### src/rtl/wb_traffic_pkg.sv
// Shared types and constants for the Wishbone traffic master.
// Includes the LFSR step and saturating counter helpers.
package wb_traffic_pkg;

    typedef enum logic [1:0] {
        StIdle,
        StWr,
        StRd,
        StNext
    } state_e;

    localparam logic [31:0] LFSR_POLY   = 32'h8020_0003;
    localparam logic [2:0]  CTI_CLASSIC = 3'b000;
    localparam logic [1:0]  BTE_LINEAR  = 2'b00;

    // Right-shifting Galois form; a non-zero state never maps to zero.
    function automatic logic [31:0] lfsr_next(input logic [31:0] v);
        return (v >> 1) ^ (v[0] ? LFSR_POLY : 32'h0);
    endfunction

    function automatic logic [31:0] sat_inc(input logic [31:0] v);
        return (v == 32'hFFFF_FFFF) ? v : v + 32'd1;
    endfunction

endpackage

### src/rtl/wb_lfsr32.sv
// 32-bit Galois LFSR with synchronous seed load; load has priority over step.
module wb_lfsr32
    import wb_traffic_pkg::*;
#(
    parameter logic [31:0] RESET_VALUE = 32'h1
) (
    input  logic        clk,
    input  logic        rstn,
    input  logic [31:0] seed,
    input  logic        load,
    input  logic        step,
    output logic [31:0] value
);

    always_ff @(posedge clk or negedge rstn) begin
        if (!rstn) begin
            value <= RESET_VALUE;
        end else if (load) begin
            value <= seed;
        end else if (step) begin
            value <= lfsr_next(value);
        end
    end

endmodule

### src/rtl/wb_traffic_master.sv
// Self-checking Wishbone classic master: writes LFSR bursts to each region window,
// reads them back, and keeps pass/error counters plus a sticky fail flag.
module wb_traffic_master
    import wb_traffic_pkg::*;
#(
    parameter int unsigned WB_ADDR_WIDTH = 32,
    parameter int unsigned WB_DATA_WIDTH = 32,
    parameter int unsigned NUM_REGIONS   = 4,
    parameter int unsigned BURST_LEN     = 8,
    parameter int unsigned ACK_TIMEOUT   = 255,
    parameter logic [31:0] LFSR_SEED     = 32'h1
) (
    input  logic                       clk,
    input  logic                       rstn,
    input  logic                       en,
    input  logic [WB_ADDR_WIDTH-1:0]   addr_base_0,
    input  logic [WB_ADDR_WIDTH-1:0]   addr_base_1,
    input  logic [WB_ADDR_WIDTH-1:0]   addr_base_2,
    input  logic [WB_ADDR_WIDTH-1:0]   addr_base_3,
    output logic [WB_ADDR_WIDTH-1:0]   ADR,
    output logic [WB_DATA_WIDTH-1:0]   DAT_W,
    input  logic [WB_DATA_WIDTH-1:0]   DAT_R,
    output logic [WB_DATA_WIDTH/8-1:0] SEL,
    output logic                       CYC,
    output logic                       STB,
    output logic                       WE,
    input  logic                       ACK,
    input  logic                       ERR,
    output logic [2:0]                 CTI,
    output logic [1:0]                 BTE,
    output logic [31:0]                pass_cnt,
    output logic [31:0]                err_cnt,
    output logic                       fail
);

    localparam int unsigned BYTE_SHIFT = $clog2(WB_DATA_WIDTH / 8);
    localparam int unsigned WW = (BURST_LEN > 1) ? $clog2(BURST_LEN) : 1;
    localparam int unsigned TW = ($clog2(ACK_TIMEOUT + 1) > 8) ? $clog2(ACK_TIMEOUT + 1) : 8;
    localparam logic [WW-1:0] LAST_WORD   = WW'(BURST_LEN - 1);
    localparam logic [1:0]    LAST_REGION = 2'(NUM_REGIONS - 1);
    localparam logic [TW-1:0] TMO_LAST    = TW'(ACK_TIMEOUT - 1);

    state_e                   state;
    logic [1:0]               region;
    logic [WW-1:0]            word;
    logic [31:0]              visit_seed;
    logic                     visit_err;
    logic [TW-1:0]            tmo;

    logic [31:0]              lfsr_value;
    logic                     lfsr_load;
    logic                     lfsr_step;
    logic [WB_ADDR_WIDTH-1:0] base_sel;
    logic [WB_ADDR_WIDTH-1:0] word_adr;
    logic                     timed_out;
    logic                     term;
    logic                     rd_bad;
    logic                     xfer_err;
    logic                     last_word;
    logic                     in_xfer_state;

    assign SEL = '1;
    assign CTI = CTI_CLASSIC;
    assign BTE = BTE_LINEAR;

    always_comb begin
        base_sel = addr_base_0;
        case (region)
            2'd0:    base_sel = addr_base_0;
            2'd1:    base_sel = addr_base_1;
            2'd2:    base_sel = addr_base_2;
            default: base_sel = addr_base_3;
        endcase
    end

    assign word_adr      = base_sel + (WB_ADDR_WIDTH'(word) << BYTE_SHIFT);
    assign last_word     = (word == LAST_WORD);
    assign in_xfer_state = (state == StWr) || (state == StRd);

    // ACK together with ERR counts as ERR; a read compare only happens on a clean ACK.
    assign timed_out = STB && !ACK && !ERR && (tmo == TMO_LAST);
    assign term      = STB && (ACK || ERR || timed_out);
    assign rd_bad    = (state == StRd) && ACK && !ERR && (DAT_R != WB_DATA_WIDTH'(lfsr_value));
    assign xfer_err  = term && (ERR || timed_out || rd_bad);

    always_comb begin
        lfsr_load = 1'b0;
        lfsr_step = 1'b0;
        if (term) begin
            if ((state == StWr) && last_word) begin
                lfsr_load = 1'b1;
            end else begin
                lfsr_step = 1'b1;
            end
        end
        // Parking mid-visit rewinds to the visit seed so a resume replays the same data.
        if (in_xfer_state && !STB && !en) begin
            lfsr_load = 1'b1;
        end
    end

    wb_lfsr32 #(
        .RESET_VALUE (LFSR_SEED)
    ) u_lfsr (
        .clk   (clk),
        .rstn  (rstn),
        .seed  (visit_seed),
        .load  (lfsr_load),
        .step  (lfsr_step),
        .value (lfsr_value)
    );

    always_ff @(posedge clk or negedge rstn) begin
        if (!rstn) begin
            state      <= StIdle;
            region     <= 2'd0;
            word       <= '0;
            visit_seed <= LFSR_SEED;
            visit_err  <= 1'b0;
            tmo        <= '0;
            CYC        <= 1'b0;
            STB        <= 1'b0;
            WE         <= 1'b0;
            ADR        <= '0;
            DAT_W      <= '0;
            pass_cnt   <= '0;
            err_cnt    <= '0;
            fail       <= 1'b0;
        end else begin
            unique case (state)
                StIdle: begin
                    if (en) begin
                        state      <= StWr;
                        word       <= '0;
                        visit_seed <= lfsr_value;
                        visit_err  <= 1'b0;
                    end
                end
                StWr, StRd: begin
                    if (STB) begin
                        if (term) begin
                            CYC <= 1'b0;
                            STB <= 1'b0;
                            WE  <= 1'b0;
                            if (last_word) begin
                                word  <= '0;
                                state <= (state == StWr) ? StRd : StNext;
                            end else begin
                                word <= word + WW'(1);
                            end
                        end else begin
                            tmo <= tmo + TW'(1);
                        end
                    end else if (!en) begin
                        state <= StIdle;
                    end else begin
                        CYC <= 1'b1;
                        STB <= 1'b1;
                        WE  <= (state == StWr);
                        ADR <= word_adr;
                        tmo <= '0;
                        if (state == StWr) begin
                            DAT_W <= WB_DATA_WIDTH'(lfsr_value);
                        end
                    end
                end
                StNext: begin
                    if (!visit_err) begin
                        pass_cnt <= sat_inc(pass_cnt);
                    end
                    region     <= (region == LAST_REGION) ? 2'd0 : region + 2'd1;
                    visit_err  <= 1'b0;
                    visit_seed <= lfsr_value;
                    state      <= en ? StWr : StIdle;
                end
                default: state <= StIdle;
            endcase

            if (xfer_err) begin
                err_cnt   <= sat_inc(err_cnt);
                fail      <= 1'b1;
                visit_err <= 1'b1;
            end
        end
    end

endmodule

### config.mk
export PLATFORM = sky130hd
export DESIGN_NAME = wb_traffic_master
export DESIGN_NICKNAME = d
export VERILOG_FILES = /design/src/rtl/wb_traffic_pkg.sv /design/src/rtl/wb_lfsr32.sv /design/src/rtl/wb_traffic_master.sv
export SDC_FILE = /design/constraint.sdc
export NUM_CORES = 1
export LEC_CHECK = 0
export BUFFER_PORTS_ARGS = -buffer_cell sky130_fd_sc_hd__buf_4
export CORE_ASPECT_RATIO = 1.5
export CORE_MARGIN = 3
export CORE_UTILIZATION = 40
export DETAILED_ROUTE_END_ITERATION = 7
export PLACE_DENSITY = 0.61
export RECOVER_POWER = 50
export SETUP_SLACK_MARGIN = 0.1
export SYNTH_ARGS = -nofsm -noshare
export SYNTH_HDL_FRONTEND = slang
export SYNTH_SLANG_ARGS = --single-unit
### constraint.sdc
create_clock -name clk -period 5.45 [get_ports clk]
set_input_delay 1.3625 -clock clk [delete_from_list [all_inputs] [get_ports clk]]
set_output_delay 1.3625 -clock clk [all_outputs]
set_load 0.01 [all_outputs]
### Word level (Yosys, flattened, before mapping)

Index checks and enable logic that the tools add are counted.

| word-level totals | value |
|---|---|
| register bits after elaboration | 212 |
| logic and storage cells | 123 |
| input bits | 165 |

| operators by class | value |
|---|---|
| bitwise gates (word level) | 5 |
| equality and inequality tests | 20 |
| multiplexer cells | 39 |
| $add $sub $neg | 6 |
| reductions and logical operators | 38 |

Operators by type and width:

| cell | count |
|---|---|
| 2-to-1 mux 32 bit | 4 |
| one-hot mux 32 bit (3 select lines) | 1 |
| adder 32 x 1 -> 32 bit, second input constant | 2 |
| equality test 32 bit, second input constant | 2 |
| one-hot mux 32 bit (2 select lines) | 1 |
| adder 32 x 5 -> 32 bit | 1 |
| inequality test 32 bit | 1 |
| bitwise XOR 31 x 32 -> 32 bit | 1 |
| 2-to-1 mux 8 bit | 3 |
| 2-to-1 mux 1 bit | 17 |
| 2-to-1 mux 2 bit | 6 |
| 2-to-1 mux 3 bit | 4 |
| inequality test 3 bit, second input constant | 4 |
| AND reduction 3 bit | 4 |
| AND reduction 4 bit | 3 |
| logical AND 1 bit | 11 |
| adder 8 x 1 -> 8 bit, second input constant | 1 |
| equality test 2 bit, second input constant | 4 |
| equality test 8 bit, second input constant | 1 |
| inequality test 2 bit, second input constant | 4 |
| nonzero test 2 bit | 4 |
| one-hot mux 2 bit (3 select lines) | 1 |
| one-hot mux 3 bit (2 select lines) | 1 |
| AND reduction 2 bit | 3 |
| other kinds (12) | 24 |

### Longest topological paths before layout

| logic depth | value |
|---|---|
| depth in word-level cells | 9 |
| gate-level depth with buffers | 15 |
| mapped depth without buffers | 12 |

### Modules after synthesis

From an unflattened synthesis, not the netlist that was laid out.

| second synthesis, totals | value |
|---|---|
| cell total of the unflattened synthesis | 1,022 |
| area total of the unflattened synthesis | 10,747.8 µm² |

By module, submodules not included:

| module | instances | area an instance (µm²) | cells each | sequential area each (µm²) |
|---|---|---|---|---|
| wb_traffic_master | 1 | 9,217.6 | 879 | 4,505.6 |
| wb_lfsr32 | 1 | 1,530.2 | 143 | 802.0 |

### Least setup slack after synthesis

OpenSTA, ideal clock, no wires.

| timing | value |
|---|---|
| path kind | in2reg |
| start point | input addr_base_2[3] |
| end point | register ADR[31] |
| arrival time | 3,299 ps |
| setup slack | 2,016 ps |
| stages on the path | 10 |
| required time | 5,315 ps |
| path through | a222oi_1 mux2i_1 ha_1 a21o_1 a21oi_1 and4b_1 nor4b_4 nand3_1 xnor2_1 o21ai_0 |

| between the ends | value |
|---|---|
| cells in the longest elaborated chain, start to end | 2 |

Ends and longest elaborated chain:

| element | line | text |
|---|---|---|
| from (decl) | wb_traffic_master.sv:18 | `input logic [WB_ADDR_WIDTH-1:0] addr_base_2,` |
| one-hot mux 32 bit (3 select lines) | wb_traffic_master.sv:68 | `case (region)` |
| adder 32 x 5 -> 32 bit | wb_traffic_master.sv:76 | `assign word_adr = base_sel + (WB_ADDR_WIDTH'(word) << BYTE_SHIFT);` |
| to (signal assigned) | wb_traffic_master.sv:160 | `ADR <= word_adr;` |
| to (decl) | wb_traffic_master.sv:20 | `output logic [WB_ADDR_WIDTH-1:0] ADR,` |

Every way passes these cells.
A chain may end at the register's enable or synchronous reset.

### Worst setup path in the final report

| timing | value |
|---|---|
| start point | input en |
| end point | register state[0] |

| between the ends | value |
|---|---|
| cells in the longest elaborated chain, start to end | 2 |

Ends and longest elaborated chain:

| element | line | text |
|---|---|---|
| from (decl) | wb_traffic_master.sv:15 | `input logic en,` |
| inequality test 3 bit (no line), or another cell as far along | -- |  |
| AND reduction 4 bit (no line) or one-hot mux 2 bit (3 select lines) (tied branches) | -- |  |
| to (signal assigned) | wb_traffic_master.sv:115 | `state <= StIdle;` |
| to (signal assigned) | wb_traffic_master.sv:133 | `state <= StWr;` |
| to (signal assigned) | wb_traffic_master.sv:147 | `state <= (state == StWr) ? StRd : StNext;` |
| to (decl) | wb_traffic_master.sv:43 | `state_e state;` |

Several ways; a longest one is shown, not always the timed one.

==> run metrics <==
port bufs=296; root buffer cell=clkbuf_16; kind of critical path=input pin to flip-flop; CTS sink cnt=212; core area=26600 sq um; worst slew pin tran=2.71 ns; hpwl dp=23.1 mm; initial antenna violation count=0; Final Hold Fails=0; ys flop type=dfrtp_1; Syn Inst Count=1025; Worst Skew=0.0154 ns; fill cell count=2478; Syn-to-layout area delta=29.1%; vias in the first global route=8989; share of layout cells above drive strength 1=31.8%; chip height=208 microns; status=finished, violations left; CP Launch Type=input pin; Num CTS Buffers=22; die area=29100 sq um; setup TNS=0 ns; largest family of logic cells by synthesized area=simple AND/OR/NAND/NOR gates; Max FO, Critical Path=66; Min Hold Slack=0.477 ns; adder-cell share of the synthesized area=2.26%; Hold Buf Count CTS=0; count of cells resized by post-cts repair=0; Max-Cap Viols=4; unrepaired setup endpoints after global routing=false; die width=140 microns; Final nets=1495; Worst Hold Class=flip-flop to flip-flop; gr usage total=20.7%; Routed WL=31.4 mm; DR iter-0 viols=466; row cnt=73; Leak=6.22 nW; total power=6.45 mW; TritonCTS clock tree=built; top cell type's share of synthesized area=48.5%; ys async rst share=100%; GRT overflow=0; share of the yosys chip area belonging to registers=49.0%; Slew Viols, Final=222; Final Cell Area=14000 sq um; Rel. slew slack=-80.6%; Fmax=243 MHz; simple-gate area share of the yosys netlist=14.4%; post-synthesis mux area share=9.73%; first-pass GRT wire length=49.6 mm; violated checks=capacitance limit, slew limit; worst skew pair latency=0.51 ns; pwr dens=461 nW/um^2; DR WL/cell=18.9 microns; # setup viols final=0; largest net degree at the start of global routing=104; maximum vdd drop=0.000248 V; Critical Path AT=4.47 ns; Tcrit/Tclk final=75.5%; Avg Inst Size Synth=10.6 sq um; Ys Warns=0; top cells by area, synth=dfrtp_1 (48%), mux2_2 (6.9%), xor2_1 (5.7%), xnor2_1 (4.7%), a222oi_1 (3.0%); Starting Density=40.8%; DRT antenna net count=0; post-synthesis register bit count=212; Post-CTS Setup Bufs=0; drt pass-1 iters=6; Placed Area=13400 sq um; Antenna Cells=0; worst-case clock buffer depth=3; Worst-path clk slew=0.06 ns; Synth area leader=dfrtp_1; Max H-tree Level=1; I/O pin count=306; EDFF count, synth=0; gpl congestion=0.877; Setup crit end kind=flip-flop; synthesized area=10800 sq um; Post-Synth XOR/XNOR Area=10.4%; via count=8826; WP data required=5.81 ns; Compound-Gate Fraction of Synth Area=9.87%; number of remaining DRC errors=0; Netlist cell types=58; Via-to-Cell Ratio=5.31; post-layout min period=4.12 ns
-- registers in the layout (all words and copies together), names as in the netlist --
register / flops
ADR: 32
DAT_W: 32
err_cnt: 32
pass_cnt: 32
u_lfsr.value: 32
visit_seed: 32
tmo: 8
word: 3
region: 2
state: 2
CYC: 1
STB: 1
WE: 1
fail: 1
visit_err: 1
-- synth_stat cells, types with 3 or more instances --
cell type,count
nand2_1,83
a21oi_1,41
xor2_1,71
o22ai_1,32
nor4_1,10
nand4_1,29
buf_2,11
nor3_1,13
mux2i_1,27
inv_1,43
o31ai_1,3
xnor2_1,58
mux2i_2,3
buf_1,3
o21ai_1,8
nand3_1,39
o21ai_0,34
clkbuf_1,23
ha_1,18
and2_1,5
nor2_1,71
and3_1,23
a222oi_1,32
nor2b_1,6
mux2_2,66
buf_6,3
or2_2,4
buf_4,15
a21o_1,3
dfrtp_1,210
or3_1,3
-- area by class of cell --
type / count / area (sq um) / area share [%]
sequential: 212 / 5310 / 37.9
inverter: 43 / 161 / 1.15
clock inverter: 5 / 27.5 / 0.197
timing repair buffer: 310 / 2290 / 16.3
tap: 337 / 422 / 3.01
multi-input combinational: 722 / 5100 / 36.5
clock buffer: 34 / 687 / 4.91
-- logic make-up after synthesis --
| group | Yosys count |
|---|---|
| compound gates | 164 |
| flops | 212 |
| simple gates | 305 |
| other cells | 2 |
| xor+xnor | 129 |
| buf+inv | 98 |
| fa+ha+maj | 19 |
| mux | 96 |
-- worst max-delay path: stages --
cell	delay, ns
clkbuf_1	0.14
nand3_2	0.08
clkbuf_1	1.74
o21a_1	0.40
o211ai_1	0.20
a2111oi_0	0.45
a21oi_1	0.08
-- placed cells by master, fill, tap and decap left out, drive strengths merged, types with 41 or more instances in the layout --
cell type  count
a21oi         41
xor2          71
mux2          66
clkbuf        49
inv           43
o21ai         43
nand2         84
buf          295
dfrtp        210
nor2          71
xnor2         58
-- layer usage --
metal / global-route usage [%] / wire [microns] / up-vias
met3: 3.32 / 1910 / 48
li1: - / - / 4196
met2: 37.4 / 16200 / 280
met1: 24.9 / 12200 / 4302
met5: 0 / 0 / -
met4: 6.92 / 993 / 0
-- report_power, final --
group	internal (mW)	switching (mW)
clock network	0.865	0.625
registers	2.01	0.361
logic	1.16	1.42
total	4.04	2.41
-- stage by stage --
stage | std cells | worst slack (ns) | util, %
detailed placement | 1624 | 1.37 | 50.2
global placement | 1624 | 1.36 | 50.2
CTS | 1663 | 1.81 | 52.9
floorplan | 1032 | 2.02 | -
finish | 1663 | 1.33 | 52.7
global route | 1663 | 0.933 | 52.7
-- final timing paths --
check / from / to / slack [ns] / cells past startpoint
max reg2reg: state[0]$_DFFE_PN0P_ / state[0]$_DFFE_PN0P_ / 1.45 / 8
min: ADR[15]$_DFFE_PN0P_ / ADR[15]$_DFFE_PN0P_ / 0.48 / 2
max in group asynchronous: rstn / DAT_W[7]$_DFFE_PN0P_ / 1.58 / 2
max: en / state[0]$_DFFE_PN0P_ / 1.33 / 7
min reg2reg: ADR[15]$_DFFE_PN0P_ / ADR[15]$_DFFE_PN0P_ / 0.48 / 2
min in group asynchronous: rstn / CYC$_DFFE_PN0P_ / 1.68 / 1
(Power assumes the default switching activity.)
